### src/rtl/axis_byte_block_packer.sv
// axis_byte_block_packer: packs an 8-bit AXI-Stream byte flow into 128-bit AES blocks with zero or PKCS#7 padding.
// Ports:
//   aclk, aresetn                       clock, asynchronous active-low reset
//   s_axis_tdata/tvalid/tready/tlast    byte input stream (tlast marks last byte of a message)
//   m_axis_tdata/tvalid/tready/tlast    128-bit block output, first byte in tdata[127:120]
//   byte_idx                            bytes held in the current partial block
//   blocks_out                          blocks handed off since reset (wraps)
module axis_byte_block_packer #(
  parameter int PAD_MODE = 1,
  parameter int CNT_W    = 16
) (
  input  logic             aclk,
  input  logic             aresetn,
  input  logic [7:0]       s_axis_tdata,
  input  logic             s_axis_tvalid,
  output logic             s_axis_tready,
  input  logic             s_axis_tlast,
  output logic [127:0]     m_axis_tdata,
  output logic             m_axis_tvalid,
  input  logic             m_axis_tready,
  output logic             m_axis_tlast,
  output logic [3:0]       byte_idx,
  output logic [CNT_W-1:0] blocks_out
);
  typedef enum logic {FILL, EXTRA} state_t;
  state_t state, state_nxt;
  logic [127:0] asm_q, asm_nxt, blk, load_data;
  logic [3:0] idx_nxt;
  logic [7:0] pad_val;
  logic out_free, s_hs, load, load_last, full_last;
  assign out_free      = !m_axis_tvalid || m_axis_tready;
  assign s_axis_tready = aresetn && state == FILL && out_free;
  assign s_hs          = s_axis_tvalid && s_axis_tready;
  assign pad_val       = (PAD_MODE != 0) ? {4'd0, 4'd15 - byte_idx} : 8'd0;
  // A PKCS#7 message ending exactly on a block boundary needs a whole pad block after it.
  assign full_last     = s_axis_tlast && PAD_MODE != 0 && byte_idx == 4'd15;
  // Current block with the incoming byte merged in; on tlast every later position takes the pad byte.
  always_comb begin
    blk = asm_q;
    for (int p = 0; p < 16; p++) begin
      if (4'(p) == byte_idx)
        blk[127-8*p -: 8] = s_axis_tdata;
      else if (4'(p) > byte_idx && s_axis_tlast)
        blk[127-8*p -: 8] = pad_val;
    end
  end
  always_comb begin
    state_nxt = state;
    load      = 1'b0;
    load_data = blk;
    load_last = 1'b0;
    idx_nxt   = byte_idx;
    asm_nxt   = asm_q;
    if (state == EXTRA) begin
      if (out_free) begin
        load      = 1'b1;
        load_data = {16{8'h10}};
        load_last = 1'b1;
        state_nxt = FILL;
      end
    end else if (s_hs) begin
      if (s_axis_tlast || byte_idx == 4'd15) begin
        load      = 1'b1;
        load_last = s_axis_tlast && !full_last;
        idx_nxt   = 4'd0;
        asm_nxt   = '0;
        state_nxt = full_last ? EXTRA : FILL;
      end else begin
        asm_nxt = blk;
        idx_nxt = byte_idx + 4'd1;
      end
    end
  end
  always_ff @(posedge aclk or negedge aresetn) begin
    if (!aresetn) state <= FILL;
    else          state <= state_nxt;
  end
  always_ff @(posedge aclk or negedge aresetn) begin
    if (!aresetn) begin
      byte_idx      <= '0;
      asm_q         <= '0;
      m_axis_tdata  <= '0;
      m_axis_tvalid <= 1'b0;
      m_axis_tlast  <= 1'b0;
      blocks_out    <= '0;
    end else begin
      byte_idx <= idx_nxt;
      asm_q    <= asm_nxt;
      if (m_axis_tvalid && m_axis_tready) blocks_out <= blocks_out + CNT_W'(1);
      if (load) begin
        m_axis_tdata  <= load_data;
        m_axis_tlast  <= load_last;
        m_axis_tvalid <= 1'b1;
      end else if (m_axis_tready) begin
        m_axis_tvalid <= 1'b0;
      end
    end
  end
endmodule

### config.mk
export PLATFORM = sky130hd
export DESIGN_NAME = axis_byte_block_packer
export DESIGN_NICKNAME = d
export VERILOG_FILES = /design/src/rtl/axis_byte_block_packer.sv
export SDC_FILE = /design/constraint.sdc
export NUM_CORES = 1
export LEC_CHECK = 0
export BUFFER_PORTS_ARGS = -buffer_cell sky130_fd_sc_hd__buf_2
export CAP_MARGIN = 25
export CORE_UTILIZATION = 50
export CTS_CLUSTER_DIAMETER = 80
export DETAILED_ROUTE_END_ITERATION = 16
export GPL_TIMING_DRIVEN = 1
export PLACE_DENSITY = 0.71
export SETUP_SLACK_MARGIN = 0.4
export SLEW_MARGIN = 5
export SYNTH_ARGS = -nofsm -noshare
export SYNTH_HDL_FRONTEND = slang
export SYNTH_SLANG_ARGS = --single-unit
### constraint.sdc
create_clock -name aclk -period 2.3 [get_ports aclk]
set_input_delay 0.115 -clock aclk [delete_from_list [all_inputs] [get_ports aclk]]
set_output_delay 0.115 -clock aclk [all_outputs]
set_load 0.01 [all_outputs]
Word level (Yosys, flattened, before mapping):

Cells that the tools add are included.
Widths: inputs -> output; s select.

* add/sub/neg operators: 3
* equality and inequality tests: 16
* bitwise operators: 1
* mux-type cells: 50
* reduce and logical (&&, ||, !) cells: 29
* $lt $le $gt $ge: 16

Operator list (count)
* $mux 128: 3
* $mux 8: 32
* $eq 4x4->1 const A: 8
* $gt 4x4->1 const A: 8
* $logic_and 1x1->1: 22
* $add 16x1->16 const B: 1
* $eq 3x4->1 const A: 4
* $gt 3x4->1 const A: 4
* $mux 1: 14
* $eq 2x4->1 const A: 2
* $gt 1x4->1 const A: 2
* $gt 2x4->1 const A: 2
* $add 4x1->4 const B: 1
* $eq 1x4->1 const A: 1
* $eq 4x4->1 const B: 1
* $logic_not 4->1: 1
* $mux 4: 1
* $sub 4x4->4 const A: 1
* $logic_not 1->1: 2
* $logic_or 1x1->1: 2
* $reduce_and 2->1: 1
* $reduce_bool 2->1: 1
* $not 1->1: 1

* flip-flop bits (word level): 279
* input port bits: 13
* word-level logic and storage cells: 122
* output and inout port bits: 151

Logic depth before layout (Yosys ltp):

Gate-level depths: netlist of the first run.

* word-level depth: 7
* gate-level depth with buffers: 9
* gate-level depth less buffers: 6

Least setup slack after synthesis of the first run:

No wires, ideal clock.

* path type: register to register
* from: reg byte_idx[0]
* to: reg m_axis_tdata[40]
* setup slack: 0.124 ns
* data arrival time: 2.054 ns
* required time: 2.178 ns
* period minus slack after synthesis: 2.176 ns
* path buffers: 3
* stages on the path, launching flop included: 10
* setup time: 0.122 ns
* path through: dfrtp_1 buf_2 clkinv_1 ha_1 clkbuf_1 and3b_1 clkbuf_1 nor2_1 mux2i_1 a32o_1

* cells in the longest elaborated chain, start to end: 6
* elaborated cells between the ends (all ways): 13
* those cells by class: 1 x add/sub; 1 x order compare; 2 x eq/ne; 7 x mux; 2 x reduce/logical

Ends and longest elaborated chain
* start: declaration: line 22 `output logic [3:0] byte_idx,`
* start signal: assignment: line 87 `byte_idx <= idx_nxt;`
* $gt 4x4->1: line 43 `else if (4'(p) > byte_idx && s_axis_tlast)`
* $logic_and 1x1->1: line 43
* $mux 8: line 43
* $mux 8: line 41 `if (4'(p) == byte_idx)`
* $mux 128: line 55 `if (out_free) begin`
* $mux 128: line 54 `if (state == EXTRA) begin`
* end signal: assignment: line 91 `m_axis_tdata <= load_data;`
* end: declaration: line 18 `output logic [127:0] m_axis_tdata,`

Several ways; a longest one is shown, not always the timed one.
A chain may end at the register's enable or synchronous reset.

Worst setup path in the final report of the first run:

* from: reg byte_idx[3]
* to: reg asm_q[97]

* cells in the longest elaborated chain, start to end: 5
* elaborated cells between the ends (all ways): 8
* those cells by class: 1 x order compare; 2 x eq/ne; 3 x mux; 2 x reduce/logical

Ends and longest elaborated chain
* $gt 2x4->1: line 43
* $logic_and 1x1->1: line 43
* $mux 8: line 43
* $mux 8: line 41
* $mux 128 (*): line 62 `if (s_axis_tlast || byte_idx == 4'd15) begin`
* end signal: assignment: line 88 `asm_q <= asm_nxt;`
* end: declaration: line 27 `logic [127:0] asm_q, asm_nxt, blk, load_data;`

Every way passes the cells marked *; elsewhere a longest branch is shown, timed or not.

==> metrics.md, run 1 <==
| Metric | Value |
|---|---|
| CP Launch Type | `flop` |
| I/O pin cnt | `164` |
| Die Wd | `158.0 um` |
| First-pass GRT wire length | `55900 um` |
| Initial DRT Pass Iterations | `5` |
| 1st-iter DRT viols | `946` |
| Filler Cell Count | `1872` |
| Warnings from Yosys | `0` |
| GP Congestion | `0.8463` |
| Period utilization | `0.8712` |
| Cell internal pwr | `9.837 mW` |
| Die Y | `158.0 um` |
| Worst skew pair latency | `540 ps` |
| Crit path max fanout | `13` |
| Core ar. | `23680 sq um` |
| Post-synth top flop | `dfrtp_1` |
| Reg2Reg Depth | `4` |
| M1 WL | `16470 um` |
| Fmax | `499.1 MHz` |
| Final Core Density | `0.6416` |
| FF+latch count, synth | `271` |
| Post-synth EDFFs | `0` |
| Critical path origin | `byte_idx[3]` |
| Final Routed Wirelength | `37100 um` |
| Worst Tran Pin Value | `1046 ps` |
| Largest net degree at the start of global routing | `180` |
| Clock Path Buffers | `3` |
| Critical Path Sink Type | `flop` |
| Pleak | `7.109 nW` |
| R2r endpoint | `asm_q[97]` |
| Rel. slew slack | `0.3025` |
| Reg2reg start | `byte_idx[3]` |
| Sequential Power Share | `0.426` |
| WL met3 | `2887 um` |
| All-Layer GR Usage | `0.2922` |
| Clock Sinks | `271` |
| Syn_nets | `1101` |
| Top sig layer | `met4` |
| Syn Inst Count | `1083` |
| Async SR Flop Fraction | `1.000` |
| Flop-to-flop setup slack | `300 ps` |
| Hold WC Path Type | `in -> reg` |
| Netlist cell types | `75` |
| Worst EP arrival | `2410 ps` |
| Most frequent cells in the layout | `267 x dfrtp_1, 162 x buf_2, 116 x a22o_1` |
| Skew final | `14.08 ps` |
| Switching share of power | `0.2941` |
| WP data required | `2700 ps` |
| Slew Limit Fails | `0` |
| Max-cap violations | `0` |
| Initial Util | `0.5135` |
| # port buffers | `163` |
| Vias/cell | `6.290` |
| Residual DRC count | `0` |
| Worst-path clk slew | `70 ps` |
| Tot Pwr | `13.94 mW` |
| CP endpoint | `asm_q[97]` |
| Synth Area per Inst | `11.23 sq um` |
| Final ANT Viol Nets | `0` |
| Pwr dens | `917.0 nW/um^2` |
| Synthesis-to-layout area growth | `24.95%` |
| Register area | `6789 sq um` |
| Unrepaired setup endpoints after global routing | `true` |
| Clk root buf | `clkbuf_16` |
| Multi-input logic area | `5165 sq um` |
| Hold WS | `98.88 ps` |
| Setup violations, final | `0` |
| GR Overflow Total | `0` |
| Fin nets | `1285` |
| Share of cells above drive strength 1 | `0.2950` |
| CTS Buf Count | `28` |
| Tmin final | `2004 ps` |
| Sequential share of the synthesized area | `0.5576` |
| Combinational Power Share | `0.224` |
| Setup_tns | `0 ps` |
| Final Hold Viols | `0` |
| Met2 WL | `16680 um` |
| Outcome | `finished clean` |
| # rows | `56` |
| Max IR drop VDD | `0.4616 mV` |
| Vias | `10.11k` |
| Net Sw Power | `4.098 mW` |
| Clock network power share | `0.350` |
| WL per Instance | `23.09 um` |
| WS Path Type | `reg -> reg` |
| Number of global-route vias before repair | `9564` |
| Dpl hpwl | `22290 um` |
| Mapped cell area | `12160 sq um` |
| Initial antenna violation count | `0` |
| Max H-tree Level | `1` |
| TritonCTS clock tree | `built` |
| Die area | `24950 sq um` |
| Most common cell after layout, fill and taps aside | `dfrtp_1` |
| Number of diodes | `0` |
## cell families after synthesis
| logic type | after synthesis | share of synthesized area |
|---|---|---|
| AOI/OAI and AO/OA | 426 | 0.2695 |
| DFF | 271 | 0.5576 |
| and+or+nand+nor | 232 | 0.09825 |
| buffers and inverters | 116 | 0.04372 |
| muxes | 18 | 0.01492 |
| xor gates and xnor gates | 15 | 0.01080 |
| adders and majority gates | 5 | 0.005144 |
## sequential cells by signal, indices dropped and copies added, names as in the netlist
signal and flops:
m_axis_tdata 128, asm_q 120, blocks_out 16, byte_idx 4
m_axis_tlast 1, m_axis_tvalid 1, state 1
## cell usage after synthesis, types with 6 or more instances
library cell,n,area [sq um]
and3_1,11,68.82
buf_2,39,195.2
a221oi_1,7,61.31
xnor2_1,10,87.58
o21ai_0,73,365.4
a32o_1,22,220.2
mux2i_1,17,170.2
o221a_2,6,67.56
nand4_1,8,50.05
o21ai_1,8,40.04
nand3_1,15,75.07
o22a_1,10,87.58
buf_4,6,45.04
dfrtp_1,271,6782
and2_1,11,68.82
o2bb2ai_1,61,534.3
nand2b_1,13,81.33
nand2_1,89,334.1
a22o_1,116,1016
a22oi_1,12,90.09
clkbuf_1,53,198.9
nor2_1,42,157.7
a21o_1,6,45.04
o22ai_1,18,112.6
nor2b_1,7,43.79
a21oi_1,29,145.1
a2bb2oi_1,11,96.34
inv_1,7,26.28
## routing by layer
metal | global-route usage | vias up
li1 | - | 4470
met1 | 0.4393 | 5072
met2 | 0.4305 | 482
met3 | 0.04572 | 84
met4 | 0.09707 | 0
met5 | 0 | -
## what timing repair did
item | in CTS | in global routing
pin swaps | 13 | 14
setup buffers | 21 | 16
cloned | 3 | 2
gates resized for setup | 40 | 62
endpoints found under the hold margin | 203 | 0
hold buffers | 3 | 0
endpoints found under the setup margin | 252 | 224
## power groups by stage
stage	Clock [mW]	Sequential (mW)	Combinational, mW
after floorplan	0	6.13	1.49
after global placement	0	5.99	2.75
after detailed placement	0	5.99	2.81
after CTS	4.93	5.91	2.95
after global routing	5.08	6.01	3.37
final	4.88	5.93	3.12
## worst max-delay path, stage by stage (launching register included)
cell	delay, ps
dfrtp_4	550
or3b_1	590
o22a_1	250
o21ai_1	300
o21ai_0	170
## final cells by class
class	instances	area share
sequential	271	0.4468
multi-input combinational	697	0.3399
timing repair buffer	260	0.1197
clock buffer	41	0.05270
tap	319	0.02627
clock inverter	10	0.01177
inverter	9	0.002882
## worst min path at each step
stage | cells after the start | from | end
CTS | 4 | s_axis_tvalid | asm_q[89]
global route | 4 | s_axis_tvalid | asm_q[89]
finish | 4 | s_axis_tvalid | asm_q[89]
detailed placement | 1 | aresetn | blocks_out[13]
floorplan | 0 | aresetn | asm_q[100]
global placement | 1 | aresetn | blocks_out[13]
## through the flow
step | instances | worst slack, ps | instance area [sq um]
3_5_place_dp | 1511 | 167.4 | 13430
4_1_cts | 1589 | 352.0 | 14810
6_report | 1607 | 296.2 | 15200
2_1_floorplan | 1083 | 407.3 | 12200
5_1_grt | 1607 | 319.2 | 15200
3_3_place_gp | 1511 | 224.7 | 13430
No activity file was read; power rests on OpenSTA's default activity.
==> run 2: changes to the inputs <==
--- a/config.mk
+++ b/config.mk
@@ -7,11 +7,11 @@
 export LEC_CHECK = 0
 export BUFFER_PORTS_ARGS = -buffer_cell sky130_fd_sc_hd__buf_2
 export CAP_MARGIN = 25
-export CORE_UTILIZATION = 50
+export CORE_UTILIZATION = 58
 export CTS_CLUSTER_DIAMETER = 80
 export DETAILED_ROUTE_END_ITERATION = 16
 export GPL_TIMING_DRIVEN = 1
-export PLACE_DENSITY = 0.71
+export PLACE_DENSITY = 0.8
 export SETUP_SLACK_MARGIN = 0.4
 export SLEW_MARGIN = 5
 export SYNTH_ARGS = -nofsm -noshare
==> run 2 against run 1 <==
First-iteration DRC count increased by 12%. Setup slack improved by 90 ps. Cell count decreased by 4.6%. Critical path depth increased by 2.
==> metrics.md, run 2 (synthesis results as in run 1) <==
| Metric | Value |
|---|---|
| Reg2reg start | `byte_idx[0]` |
| Setup violations, final | `0` |
| WS Path Type | `reg -> reg` |
| Post-Layout Cell Count | `1533` |
| Placed cells | `1463` |
| Clk root buf | `clkbuf_16` |
| Critical Path Sink Type | `flop` |
| CTS Buf Count | `28` |
| CP top delay family | `compound AO/OA/AOI/OAI gates` |
| Most common cell after layout, fill and taps aside | `dfrtp_1` |
| Clock Sinks | `271` |
| Die Wd | `146.8 um` |
| GR Overflow Total | `0` |
| CP Launch Type | `flop` |
| Slew Limit Fails | `0` |
| Reg2Reg Depth | `6` |
| Vias | `10.26k` |
| Final ANT Viol Nets | `0` |
| Die area | `21550 sq um` |
| Max IR drop VDD | `0.6636 mV` |
| WP depth | `6` |
| Hold WC Path Type | `in -> async` |
| Worst Tran Pin Value | `666.0 ps` |
| Pwr dens | `929.0 nW/um^2` |
| Max FFs per register | `128` |
| Number of global-route vias before repair | `9719` |
| CP peak stage delay | `460 ps` |
| # rows | `52` |
| Share of cells above drive strength 1 | `0.2787` |
| GP Congestion | `0.9159` |
| Register area | `6787 sq um` |
| I/O pin cnt | `164` |
| Max-cap violations | `0` |
| WP data required | `2720 ps` |
| Fin nets | `1260` |
| Residual DRC count | `0` |
| All-Layer GR Usage | `0.3297` |
| Core ar. | `20360 sq um` |
| First-pass GRT wire length | `55380 um` |
| Worst skew pair latency | `540 ps` |
| Most frequent cells in the layout | `267 x dfrtp_1, 163 x buf_2, 116 x a22o_1` |
| CP Cell Sequence | `clkinv_4, ha_2, buf_4, nand3b_1, o21ai_1, a32o_1` |
| Flop-to-flop setup slack | `390 ps` |
| Vias/cell | `6.691` |
| Pleak | `6.926 nW` |
| Dpl hpwl | `21970 um` |
| CP bufs+invs | `2` |
| Critical path origin | `byte_idx[0]` |
| Unrepaired setup endpoints after global routing | `true` |
| Filler Cell Count | `1381` |
| CP endpoint | `m_axis_tdata[73]` |
| Biggest regs | `m_axis_tdata x128, asm_q x120, blocks_out x16` |
| Fmax | `522.5 MHz` |
| 1st-iter DRT viols | `1058` |
| # port buffers | `163` |
| Final Hold Viols | `0` |
| Multi-input logic area | `5057 sq um` |
| Final Routed Wirelength | `36340 um` |
| Outcome | `finished clean` |
| Tmin final | `1914 ps` |
| Skew final | `10.81 ps` |
| Slowest stage cell, crit path | `dfrtp_2` |
| Worst EP arrival | `2340 ps` |
| Largest net degree at the start of global routing | `120` |
| Hold WS | `15.35 ps` |
| Cell Area, Placed | `13380 sq um` |
| R2r endpoint | `m_axis_tdata[73]` |
| Max H-tree Level | `1` |
| Clock Path Buffers | `3` |
| Initial Util | `0.5972` |
| Synthesis-to-layout area growth | `21.23%` |
| Period utilization | `0.8321` |
| TritonCTS clock tree | `built` |
| Number of diodes | `0` |
| Crit path max fanout | `11` |
| Setup_tns | `0 ps` |
| Rel. slew slack | `0.5560` |
| Top reg by flops | `m_axis_tdata` |
| Initial DRT Pass Iterations | `5` |
| Initial antenna violation count | `1` |
| WL per Instance | `23.70 um` |
| Design area | `14740 sq um` |
| Die Y | `146.8 um` |
| Worst-path clk slew | `60 ps` |
-- run 2: cell types whose count changed in the layout (fill, tap and decap cells not counted), sizes merged --
| cell | change |
|---|---|
| nand4 | -1 |
| clkinv | +1 |
| bufinv | -2 |
| clkinvlp | +1 |
| bufbuf | +1 |
| dlygate4sd3 | -1 |
| inv | +1 |
| buf | -25 |
-- run 2: layout make-up --
cell class                      instances  area share
Inverter                                9    0.002631
Multi-Input combinational cell        696      0.3430
Clock buffer                           40     0.05677
Tap cell                              270     0.02291
Clock inverter                         11    0.009674
Timing Repair Buffer                  236      0.1047
Sequential cell                       271      0.4603
-- run 2: routing by layer --
layer | vias up | global-route usage | share of wire
met5 | - | 0 | 0.00036
li1 | 4411 | - | -
met4 | 2 | 0.1167 | 0.035
met2 | 639 | 0.4889 | 0.45
met1 | 5095 | 0.4871 | 0.42
met3 | 111 | 0.06211 | 0.095
-- run 2: power by group --
group | internal, mW | switching, mW
clock network | 2.87 | 1.92
registers | 5.46 | 0.490
logic | 1.30 | 1.67
total | 9.62 | 4.07
-- run 2: how the worst min path moves through the flow --
stage,endpoint,slack (ps)
after global placement,m_axis_tdata[76],-30
after CTS,state,6
final,state,20
after floorplan,asm_q[100],-180
after detailed placement,state,-30
after global routing,m_axis_tdata[76],30
-- run 2: repair_timing --
item / 4_1_cts / 5_1_grt
cloned: 1 / 2
endpoints found under the setup margin: 215 / 160
endpoints found under the hold margin: 153 / 0
pin swaps: 2 / 8
gates resized for setup: 16 / 44
hold buffers: 2 / 0
buffers inserted: 1 / 13
-- run 2: per-stage QoR --
| stage | power [mW] | util | worst slack, ps |
|---|---|---|---|
| floorplan | 7.618 | - | 407.3 |
| global placement | 8.726 | 0.6569 | 201.1 |
| detailed placement | 8.797 | 0.6569 | 167.5 |
| CTS | 13.60 | 0.7107 | 395.3 |
| global route | 14.19 | 0.7240 | 349.2 |
| finish | 13.70 | 0.7240 | 386.1 |
